## src/rtl/gray_dec_pkg.sv

```systemverilog
// Shared types and helpers for the excess-N Gray decoder: FSM state encoding,
// width-generic Gray/binary conversion and a popcount for the jump check.
package gray_dec_pkg;

  typedef enum logic [1:0] {
    IDLE   = 2'd0,
    SETTLE = 2'd1,
    LOCKED = 2'd2
  } state_e;

  // Helpers work on 32-bit zero-extended values; zero upper bits do not alter
  // a Gray prefix XOR, so callers of any narrower width can cast in and out.
  function automatic logic [31:0] gray2bin(input logic [31:0] g);
    logic [31:0] b;
    b = '0;
    for (int i = 0; i < 32; i++) begin
      b[i] = ^(g >> i);
    end
    return b;
  endfunction

  function automatic logic [31:0] bin2gray(input logic [31:0] b);
    return b ^ (b >> 1);
  endfunction

  function automatic int unsigned popcount(input logic [31:0] v);
    int unsigned n;
    n = 0;
    for (int i = 0; i < 32; i++) begin
      n = n + int'(v[i]);
    end
    return n;
  endfunction

endpackage

```

## src/rtl/gray2bin_comb.sv

```systemverilog
// Pure combinational Gray-to-binary converter: each binary bit is the XOR of
// the Gray bits at and above it.
module gray2bin_comb #(
  parameter int GW = 4
) (
  input  logic [GW-1:0] i_gray,
  output logic [GW-1:0] o_bin
);

  // Each output bit reduces the shifted input directly, so the loop never
  // reads back its own output vector.
  always_comb begin
    o_bin = '0;
    for (int i = 0; i < GW; i++) begin
      o_bin[i] = ^(i_gray >> i);
    end
  end

endmodule

```

## src/rtl/gray_dec_decoder_reg.sv

```systemverilog
// Registered, debounced excess-N Gray to one-hot decimal decoder.
// Optional direction outputs (DIR_UP, DIR_STEP) are built when GRAY_DEC_DIR_EN is defined.
module gray_dec_decoder_reg
  import gray_dec_pkg::*;
#(
  parameter int GW         = 4,
  parameter int NOUT       = 10,
  parameter int CODE_OFS   = 3,
  parameter int STABLE_CYC = 2
) (
  input  logic                    CLK,
  input  logic                    RST_N,
  input  logic [GW-1:0]           GRAY,
  input  logic                    IN_VALID,
  input  logic                    ERR_CLR,
  output logic [NOUT-1:0]         Y_N,
  output logic [$clog2(NOUT)-1:0] DIGIT,
  output logic                    OUT_VALID,
  output logic                    LOCK,
  output logic                    ERR,
`ifdef GRAY_DEC_DIR_EN
  output logic                    DIR_UP,
  output logic                    DIR_STEP,
`endif
  output logic [1:0]              DBG_STATE
);

  localparam int DW = $clog2(NOUT);
  localparam int CW = $clog2(STABLE_CYC + 1);
  localparam logic [CW-1:0] CNT_SAT = CW'(STABLE_CYC);

  // Handshake: GRAY is only looked at on rising edges where IN_VALID=1; with
  // IN_VALID=0 candidate and counter hold. OUT_VALID is a single-cycle pulse
  // with no back-pressure, aligned with the edge that updates Y_N/DIGIT.

  state_e            r_state;
  state_e            w_state_nxt;
  logic [GW-1:0]     r_cand;
  logic [CW-1:0]     r_cnt;
  logic [GW-1:0]     r_code;
  logic              r_committed;
  logic [NOUT-1:0]   r_y_n;
  logic [DW-1:0]     r_digit;
  logic              r_out_valid;
  logic              r_err;

  logic [GW-1:0]     w_cand_nxt;
  logic [CW-1:0]     w_cnt_nxt;
  logic [GW-1:0]     w_bin;
  logic [DW-1:0]     w_dig;
  logic              w_in_range;
  logic              w_stable;
  logic              w_new;
  logic              w_commit;
  logic              w_range_err;
  logic              w_jump;

  // Decisions are taken on the candidate/count as they will be after this
  // edge, which gives commit at edge k+STABLE_CYC-1 for a code first seen at k.
  always_comb begin
    w_cand_nxt = r_cand;
    w_cnt_nxt  = r_cnt;
    if (IN_VALID) begin
      w_cand_nxt = GRAY;
      if (GRAY == r_cand) begin
        w_cnt_nxt = (r_cnt == CNT_SAT) ? r_cnt : r_cnt + CW'(1);
      end else begin
        w_cnt_nxt = CW'(1);
      end
    end
  end

  gray2bin_comb #(.GW(GW)) u_gray2bin (
    .i_gray (w_cand_nxt),
    .o_bin  (w_bin)
  );

  assign w_in_range  = (int'(w_bin) >= CODE_OFS) && (int'(w_bin) < CODE_OFS + NOUT);
  assign w_dig       = DW'(w_bin - GW'(CODE_OFS));
  assign w_stable    = IN_VALID && (w_cnt_nxt == CNT_SAT);
  assign w_new       = !r_committed || (w_cand_nxt != r_code);
  assign w_commit    = w_stable && w_in_range && w_new;
  assign w_range_err = w_stable && !w_in_range;
  assign w_jump      = w_commit && r_committed &&
                       (popcount(32'(w_cand_nxt ^ r_code)) > 1);

  always_comb begin
    w_state_nxt = r_state;
    case (r_state)
      IDLE: begin
        if (IN_VALID) w_state_nxt = w_commit ? LOCKED : SETTLE;
      end
      SETTLE: begin
        if (w_commit) begin
          w_state_nxt = LOCKED;
        end else if (w_stable && r_committed && (w_cand_nxt == r_code)) begin
          w_state_nxt = LOCKED;
        end
      end
      LOCKED: begin
        if (w_commit) begin
          w_state_nxt = LOCKED;
        end else if (IN_VALID && (GRAY != r_code)) begin
          w_state_nxt = SETTLE;
        end
      end
      default: w_state_nxt = IDLE;
    endcase
  end

  always_ff @(posedge CLK or negedge RST_N) begin
    if (!RST_N) begin
      r_state     <= IDLE;
      r_cand      <= '0;
      r_cnt       <= '0;
      r_code      <= '0;
      r_committed <= 1'b0;
      r_y_n       <= '1;
      r_digit     <= '0;
      r_out_valid <= 1'b0;
      r_err       <= 1'b0;
    end else begin
      r_state     <= w_state_nxt;
      r_cand      <= w_cand_nxt;
      r_cnt       <= w_cnt_nxt;
      r_out_valid <= w_commit;
      if (w_commit) begin
        r_code      <= w_cand_nxt;
        r_committed <= 1'b1;
        r_digit     <= w_dig;
        r_y_n       <= ~(NOUT'(1) << w_dig);
      end
      // A fresh error outranks a clear on the same edge.
      if (w_range_err || w_jump) begin
        r_err <= 1'b1;
      end else if (ERR_CLR) begin
        r_err <= 1'b0;
      end
    end
  end

`ifdef GRAY_DEC_DIR_EN
  logic r_dir_up;
  logic r_dir_step;
  logic w_up;
  logic w_dn;

  assign w_up = (w_dig == DW'((int'(r_digit) + 1) % NOUT));
  assign w_dn = (w_dig == DW'((int'(r_digit) + NOUT - 1) % NOUT));

  always_ff @(posedge CLK or negedge RST_N) begin
    if (!RST_N) begin
      r_dir_up   <= 1'b0;
      r_dir_step <= 1'b0;
    end else begin
      r_dir_step <= w_commit && r_committed && (w_up || w_dn);
      if (w_commit && r_committed && (w_up || w_dn)) begin
        r_dir_up <= w_up;
      end
    end
  end

  assign DIR_UP   = r_dir_up;
  assign DIR_STEP = r_dir_step;
`endif

  assign Y_N       = r_y_n;
  assign DIGIT     = r_digit;
  assign OUT_VALID = r_out_valid;
  assign LOCK      = (r_state == LOCKED);
  assign ERR       = r_err;
  assign DBG_STATE = r_state;

endmodule
```

## config.mk

```make
export PLATFORM = sky130hd
export DESIGN_NAME = gray_dec_decoder_reg
export DESIGN_NICKNAME = d
export VERILOG_FILES = /design/src/rtl/gray_dec_pkg.sv /design/src/rtl/gray2bin_comb.sv /design/src/rtl/gray_dec_decoder_reg.sv
export SDC_FILE = /design/constraint.sdc
export NUM_CORES = 1
export LEC_CHECK = 0
export CORE_MARGIN = 2
export CORE_UTILIZATION = 36
export DETAILED_ROUTE_END_ITERATION = 8
export GPL_TIMING_DRIVEN = 1
export PLACE_DENSITY = 0.56
export SLEW_MARGIN = 10
export SYNTH_ARGS = -nofsm -noshare
export SYNTH_HDL_FRONTEND = slang
export SYNTH_SLANG_ARGS = --single-unit
```

## constraint.sdc

```tcl
create_clock -name CLK -period 3.3 [get_ports CLK]
set_input_delay 0.495 -clock CLK [delete_from_list [all_inputs] [get_ports CLK]]
set_output_delay 0.495 -clock CLK [all_outputs]
set_load 0.02 [all_outputs]
```

==> key figures <==
Power
  – Comb power frac: 45.3%
  – Int Pwr: 1.03 mW
  – Clk pwr share: 17.4%
  – Leakage dissipation: 0.938 nW
  – Sw Share: 37.5%
  – Peak VDD IR: 0.000338 V
  – Seq pwr share: 37.3%
  – PD cells: 788 nW/um^2
  – Net Sw Power: 0.618 mW

Logic synthesis
  – Mapped cell area: 1600 sq um
  – EDFF count, synth: 0
  – Sequential share of the synthesized area: 46.3%
  – Warnings from Yosys: 0
  – Xor/xnor cell area share of the yosys netlist: 8.78%
  – Synth area leader: dfrtp_1
  – Synth top area cells: dfrtp_1 (30%), dfstp_2 (16%), ha_1 (8.6%)
  – Post-Synthesis Cells: 152
  – Ys async rst share: 100%
  – Adder-Cell Fraction of Synth Area: 9.88%
  – Top_reg_cell synth: dfrtp_1
  – Simple-gate share of the synthesized area: 6.98%
  – FF+latch count, synth: 29
  – Synth top area share: 29.8%
  – Post-synthesis cell type count: 37
  – Compound-gate portion of the synthesized area: 14.7%
  – Syn Area/Cell: 10.5 sq um
  – Largest family of logic cells by synthesized area: compound AO/OA/AOI/OAI gates
  – Multiplexer share of the synthesized area: 6.27%
  – Synthesized Nets: 172

STA
  – Slew headroom: 30.4%
  – Min Tclk post-route: 2960 ps
  – Final hold violation count: 0
  – Hold Slack: 472 ps
  – Slew Limit Fails: 0
  – Setup TNS: 0 ps
  – Final Cycle Share: 89.6%
  – Post-Route Skew: 7.63 ps
  – Final Setup Violations: 0
  – Fmax: 338 MHz
  – Worst Tran Pin Value: 1040 ps
  – RSZ-0062 raised after global routing: no

Floorplanning
  – Die Width: 70.6 microns
  – Ports: 27
  – Core area: 4320 sq um
  – Die ar.: 4980 sq um
  – Initial core utilization: 36.9%
  – Die Height: 70.6 microns
  – Site Rows: 24

Place
  – Dpl cell area: 2000 sq um
  – IO buf count: 26
  – RePlAce Congestion: 0.864
  – HPWL Detailed: 2.53 mm
  – DP Cell Count: 240

Final layout
  – Filler cell count: 422
  – # nets final: 215
  – # diodes: 0
  – Post-route cell area: 2090 sq um
  – Non-filler cells, final: 248
  – Final core occ: 48.4%
  – Layout overhead on the synthesized area: 31.1%
  – Layout cells sized above 1: 20.4%

Job
  – Max Cap Violations: 0

GRT
  – All-Layer GR Usage: 15.2%
  – Vias in the first global route: 1297
  – Initial antenna violation count: 0
  – Largest net degree at the start of global routing: 24
  – Grt total ovfl: 0
  – Global-route wire length before repair: 5.88 mm

Critical path
  – Worst-path maximum fanout: 20
  – Critical-path cell list: clkdlybuf4s50_1 -> mux2i_4 -> ha_1 -> inv_1 -> xnor2_1 -> ha_1 -> o22ai_1 -> nor3_2 -> and2_4 -> mux2_1
  – Critical path type: in -> reg
  – CP endpoint kind: flop
  – CP dominant cell by count: ha_1
  – Crit-path slowest cell: clkdlybuf4s50_1
  – Startpoint Class: input port
  – Slowest Stage Delay on Critical Path: 590 ps
  – Worst EP arrival: 3120 ps
  – CP required: 3460 ps

Routing
  – Via density: 4.94
  – WL final: 3.38 mm
  – Drt drc: 0
  – Initial detailed-routing violation count: 48
  – Drt pass-1 iters: 4
  – Total number of vias: 1226
  – Routed WL per cell: 13.6 microns
  – Antenna viol nets, final: 0

Clocking
  – Clock-pin transition on the worst setup and hold timing paths: 60 ps
  – H-Tree Depth: 2
  – Clk sinks: 29
  – Inserted Clock Buffers: 5
  – Clock Latency Late Sink: 280 ps
  – Root Buffer Master: clkbuf_8
  – Number of setup buffers added after CTS: 0
  – CTS max path bufs: 2
  – CTS tree: done

Outcome
  – Status: finished, final reports clean

Hold path
  – Tightest Hold Check Type: reg -> reg
[what timing repair did]
action / in CTS / in global routing
hold buffers: 0 / 0
resized for setup: 0 / 1
setup endpoints to repair: 0 / 3
[metrics by stage]
stage / total power [mW] / setup slack, ps
2_1_floorplan: 1.05 / 241
3_3_place_gp: 1.37 / -39.2
3_5_place_dp: 1.37 / -164
4_1_cts: 1.67 / 132
5_1_grt: 1.76 / 161
6_report: 1.65 / 343
[final cells by class]
class                      instances  area, sq um  share of cell area [%]
sequential                        29          738                    35.3
clock buffer                       5         68.8                    3.29
timing repair buffer              42          383                    18.3
inverter                          20         75.1                    3.59
clock inverter                     3         17.5                   0.838
multi-input combinational         97          743                    35.5
tap                               52         65.1                    3.11
[placed cells by master (no fill, tap or decap), drive strengths merged]
cell / netlist / final
clkdlybuf4s50: 0 / 25
inv: 20 / 20
dfrtp: 19 / 19
a21oi: 18 / 18
buf: 3 / 16
xnor2: 12 / 12
ha: 11 / 11
dfstp: 10 / 10
a31oi: 8 / 8
nand2: 5 / 5
clkbuf: 3 / 5
mux2i: 5 / 5
o21ai: 5 / 5
nor2: 4 / 4
xor2: 4 / 4
o22ai: 3 / 3
mux2: 3 / 3
or2: 3 / 3
nor3: 3 / 3
o211ai: 2 / 2
clkinv: 0 / 2
nand4: 1 / 1
or3: 1 / 1
and2: 1 / 1
nor2b: 1 / 1
a41oi: 1 / 1
a21o: 1 / 1
nor4: 1 / 1
nand3: 1 / 1
a211o: 1 / 1
o311a: 1 / 1
fa: 1 / 1
clkinvlp: 0 / 1
dlymetal6s2s: 0 / 1
[flip-flops by register name, indices dropped and copies added, names as in the netlist]
register,cells
r_code,4
DBG_STATE,2
ERR,1
Y_N,10
r_cnt,2
OUT_VALID,1
r_committed,1
r_cand,4
DIGIT,4
[path summary, 6_finish.rpt]
kind	startpoint	to	slack, ps	depth (start not counted)
min in group asynchronous	RST_N	r_cand[3]	780	1
max reg2reg	r_cand[2]	DIGIT[3]	730	9
max in group asynchronous	RST_N	Y_N[2]	1750	2
min	Y_N[4]	Y_N[4]	470	2
min reg2reg	Y_N[4]	Y_N[4]	470	2
max	GRAY[3]	DIGIT[3]	340	10
[worst max-delay path, delay by kind of cell]
family,cells,cell delay [ps]
xor gates and xnor gates,1,260
AOI/OAI and AO/OA,1,110
adders and majority gates,2,510
buffers and inverters,2,660
muxes,2,450
and+or+nand+nor,2,630
[metal layers]
metal	vias up	track usage [%]	wire, microns
li1	600	-	-
met1	592	19.0	1530
met2	26	24.8	1630
met3	8	3.70	145
met4	0	7.13	70
met5	-	0	0
[cell usage after synthesis, types with 2 or more instances]
cell,number
dfrtp_1,19
inv_1,19
a21oi_1,18
xnor2_1,12
ha_1,11
dfstp_2,10
a31oi_1,8
nand2_1,5
nor2_1,4
xor2_1,4
clkbuf_1,3
mux2_1,3
mux2i_1,3
o21ai_1,3
o22ai_1,3
buf_6,2
nor3_1,2
o211ai_1,2
o21ai_0,2
or2_1,2
[power groups by stage]
stage | clock (mW) | combinational (mW) | sequential [mW]
6_report | 0.286 | 0.747 | 0.615
5_1_grt | 0.307 | 0.828 | 0.630
4_1_cts | 0.297 | 0.759 | 0.617
3_5_place_dp | 0 | 0.756 | 0.619
3_3_place_gp | 0 | 0.749 | 0.617
2_1_floorplan | 0 | 0.335 | 0.714
[logic make-up (layout without fill, tap and decap cells)]
family                   Yosys count  in the layout
XOR/XNOR                          16             16
AND/OR/NAND/NOR                   21             21
AO/OA/AOI/OAI                     40             40
adder cells (fa/ha/maj)           12             12
buffers and inverters             26             70
multiplexers                       8              8
flip-flops                        29             29
No activity file was read; power rests on OpenSTA's default activity.
==> edit, RTL diff (same settings) <==
Register the inputs `GRAY`, `IN_VALID` and `ERR_CLR` before use, cleared by the reset. The logic sees them one clock later. Comments in the files are not updated.
--- a/src/rtl/gray_dec_decoder_reg.sv
+++ b/src/rtl/gray_dec_decoder_reg.sv
@@ -30,2 +30,18 @@
   localparam logic [CW-1:0] CNT_SAT = CW'(STABLE_CYC);
+
+  logic [GW-1:0] GRAY_q;
+  logic IN_VALID_q;
+  logic ERR_CLR_q;
+
+  always_ff @(posedge CLK or negedge RST_N) begin
+    if (!RST_N) begin
+      GRAY_q     <= '0;
+      IN_VALID_q <= '0;
+      ERR_CLR_q  <= '0;
+    end else begin
+      GRAY_q     <= GRAY;
+      IN_VALID_q <= IN_VALID;
+      ERR_CLR_q  <= ERR_CLR;
+    end
+  end
 
@@ -62,5 +78,5 @@
     w_cnt_nxt  = r_cnt;
-    if (IN_VALID) begin
-      w_cand_nxt = GRAY;
-      if (GRAY == r_cand) begin
+    if (IN_VALID_q) begin
+      w_cand_nxt = GRAY_q;
+      if (GRAY_q == r_cand) begin
         w_cnt_nxt = (r_cnt == CNT_SAT) ? r_cnt : r_cnt + CW'(1);
@@ -79,3 +95,3 @@
   assign w_dig       = DW'(w_bin - GW'(CODE_OFS));
-  assign w_stable    = IN_VALID && (w_cnt_nxt == CNT_SAT);
+  assign w_stable    = IN_VALID_q && (w_cnt_nxt == CNT_SAT);
   assign w_new       = !r_committed || (w_cand_nxt != r_code);
@@ -90,3 +106,3 @@
       IDLE: begin
-        if (IN_VALID) w_state_nxt = w_commit ? LOCKED : SETTLE;
+        if (IN_VALID_q) w_state_nxt = w_commit ? LOCKED : SETTLE;
       end
@@ -102,3 +118,3 @@
           w_state_nxt = LOCKED;
-        end else if (IN_VALID && (GRAY != r_code)) begin
+        end else if (IN_VALID_q && (GRAY_q != r_code)) begin
           w_state_nxt = SETTLE;
@@ -135,3 +151,3 @@
         r_err <= 1'b1;
-      end else if (ERR_CLR) begin
+      end else if (ERR_CLR_q) begin
         r_err <= 1'b0;
Check against the original RTL: not equivalent (a bounded check fails within 4 cycles, from zero or initial values and one cycle with RST_N low).
==> edit against the unedited design <==
Worst setup slack got worse by 0.012 ns. Global-route usage barely moved. Final area rose by 7.4%. Area after synthesis rose by 10%. Power rose by 9.2%. Sequential cell count rose by 6. Maximum frequency fell by 0.40%. Highest routed layer unchanged. Critical path type is now register to register. Combinational power fell by 5.2%. Wire length rose by 9.4%.
==> edit: results (changes against the unedited design) <==
STA:
- The actual slew at the worst max-slew pin is 0.476 ns (was 1.04 ns).
- The final clock skew is 0.00766 ns (was 0.00763 ns).

Critical path:
- The biggest fanout along the worst timing path was 12 (was 20).
- The cell type of the slowest stage on the worst timing path is sky130_fd_sc_hd__dfrtp_1 (was sky130_fd_sc_hd__clkdlybuf4s50_1).
- For this run, the slowest stage of the critical path takes 0.58 ns.
- The worst endpoint data arrival time is 3.13 ns (was 3.12 ns).
- The kind of cell adding the most delay to the critical path is compound AO/OA/AOI/OAI gates (was buffers and inverters).

Synthesis:
- Top cell types by occurrence after synthesis: sky130_fd_sc_hd__dfrtp_1, sky130_fd_sc_hd__inv_1, sky130_fd_sc_hd__xnor2_1 (was sky130_fd_sc_hd__dfrtp_1, sky130_fd_sc_hd__inv_1, sky130_fd_sc_hd__a21oi_1).
- The number of different library cells in the post-synthesis netlist is 40 (was 37).
- The part of the Yosys area used for sequential elements came to 50.5% (was 46.3%).
- Most area-consuming cells after synthesis: sky130_fd_sc_hd__dfrtp_1, sky130_fd_sc_hd__dfstp_2, sky130_fd_sc_hd__ha_1 (unchanged).
- The share of flip-flops with an asynchronous set or reset after synthesis is 100% (unchanged).
- The net count of the mapped netlist was 175 (was 172).

Power:
- The maximum ir drop on the vdd rail is 290 µV (was 338 µV).
- The reported net switching power is 0.000621 W (was 0.000618 W).
- The clock group total power came to 0.000397 W (was 0.000286 W).
- The part of the power in the clock network is 22.1% (was 17.4%).
- The combinational cell power was 0.000708 W (was 0.000747 W).
- The leakage power of the design is 0.964 nW (was 0.938 nW).

Detailed routing:
- The detailed route wirelength on metal3 is 127 µm (was 145 µm).
- The sum of met2 wire segment lengths after detailed routing is 1.68 mm (was 1.63 mm).
- The violation count after the first detailed-route iteration was 47 (was 48).
- The post-detailed-route via-to-cell ratio was 4.80 (was 4.94).
- The routed length per instance is 14.3 µm (was 13.6 µm).
- The met1 wire length was 1.86 mm (was 1.53 mm).

Cells and area:
- The fill cell instance count of the final layout is 461 (was 422).
- The post-route non-filler standard cell count is 259 (was 248).
- The number of nets at the end of the flow is 211 (was 215).
- The proportion of layout cells with a drive suffix above 1 is 18.8% (was 20.4%).

GRT:
- The wire length of the first global-routing pass is 6.15 mm (was 5.88 mm).
- The global-route met3 utilization is 4.61% (was 3.70%).
- The met1 global-route usage is 21.5% (was 19.0%).
- The met2 track demand over resource in global routing is 22.0% (was 24.8%).

CTS:
- The source-to-sink clock delay at the later pin of the worst-skew pair is just under 0.3 ns.

Outcome:
- Run status: finished clean (unchanged).

Placed design:
- The post-DP HPWL is 2.78 mm (was 2.53 mm).
- The instance count after placement with tap cells included is 251 (was 240).
- The final estimated routing congestion in global placement is 0.812 (was 0.864).
edit: worst reg2reg max path, delay by kind of cell (launching register included):
kind | cells | cell delay, ns
AOI/OAI and AO/OA | 4 | 0.75
xor gates and xnor gates | 1 | 0.35
adders and majority gates | 2 | 0.52
buffers and inverters | 2 | 0.35
DFF | 1 | 0.58
muxes | 1 | 0.31
edit: path summary, 6_finish.rpt:
path | from | slack (ns) | endpoint | cells past startpoint
setup / recovery | IN_VALID_q | 0.33 | DBG_STATE[1] | 10
hold / removal | ERR_CLR_q | 0.45 | ERR | 1
setup reg to reg | IN_VALID_q | 0.33 | DBG_STATE[1] | 10
hold reg to reg | ERR_CLR_q | 0.45 | ERR | 1
max in group asynchronous | RST_N | 2.34 | Y_N[8] | 2
min in group asynchronous | RST_N | 0.62 | r_cand[2] | 2
edit: stage by stage:
| stage | setup slack [ns] | instance area, µm² |
|---|---|---|
| 6_report | 0.331 | 2240 |
| 2_1_floorplan | 0.491 | 1760 |
| 5_1_grt | 0.0439 | 2240 |
| 4_1_cts | 0.309 | 2240 |
| 3_5_place_dp | 0.314 | 2130 |
| 3_3_place_gp | 0.417 | 2130 |
edit: layout make-up:
cell class / count / area share [%]
Clock buffer: 6 / 3.68
Clock inverter: 2 / 1.56
Inverter: 16 / 2.68
Multi-Input combinational cell: 100 / 34.8
Sequential cell: 35 / 39.6
Tap cell: 67 / 3.73
Timing Repair Buffer: 33 / 13.9
edit: logic make-up after synthesis:
kind of cell	share of synthesized area [%]
flip-flops	50.5
AO/OA/AOI/OAI	12.7
AND/OR/NAND/NOR	9.45
buffers and inverters	5.12
XOR/XNOR	7.96
adder cells (fa/ha/maj)	8.96
multiplexers	5.40
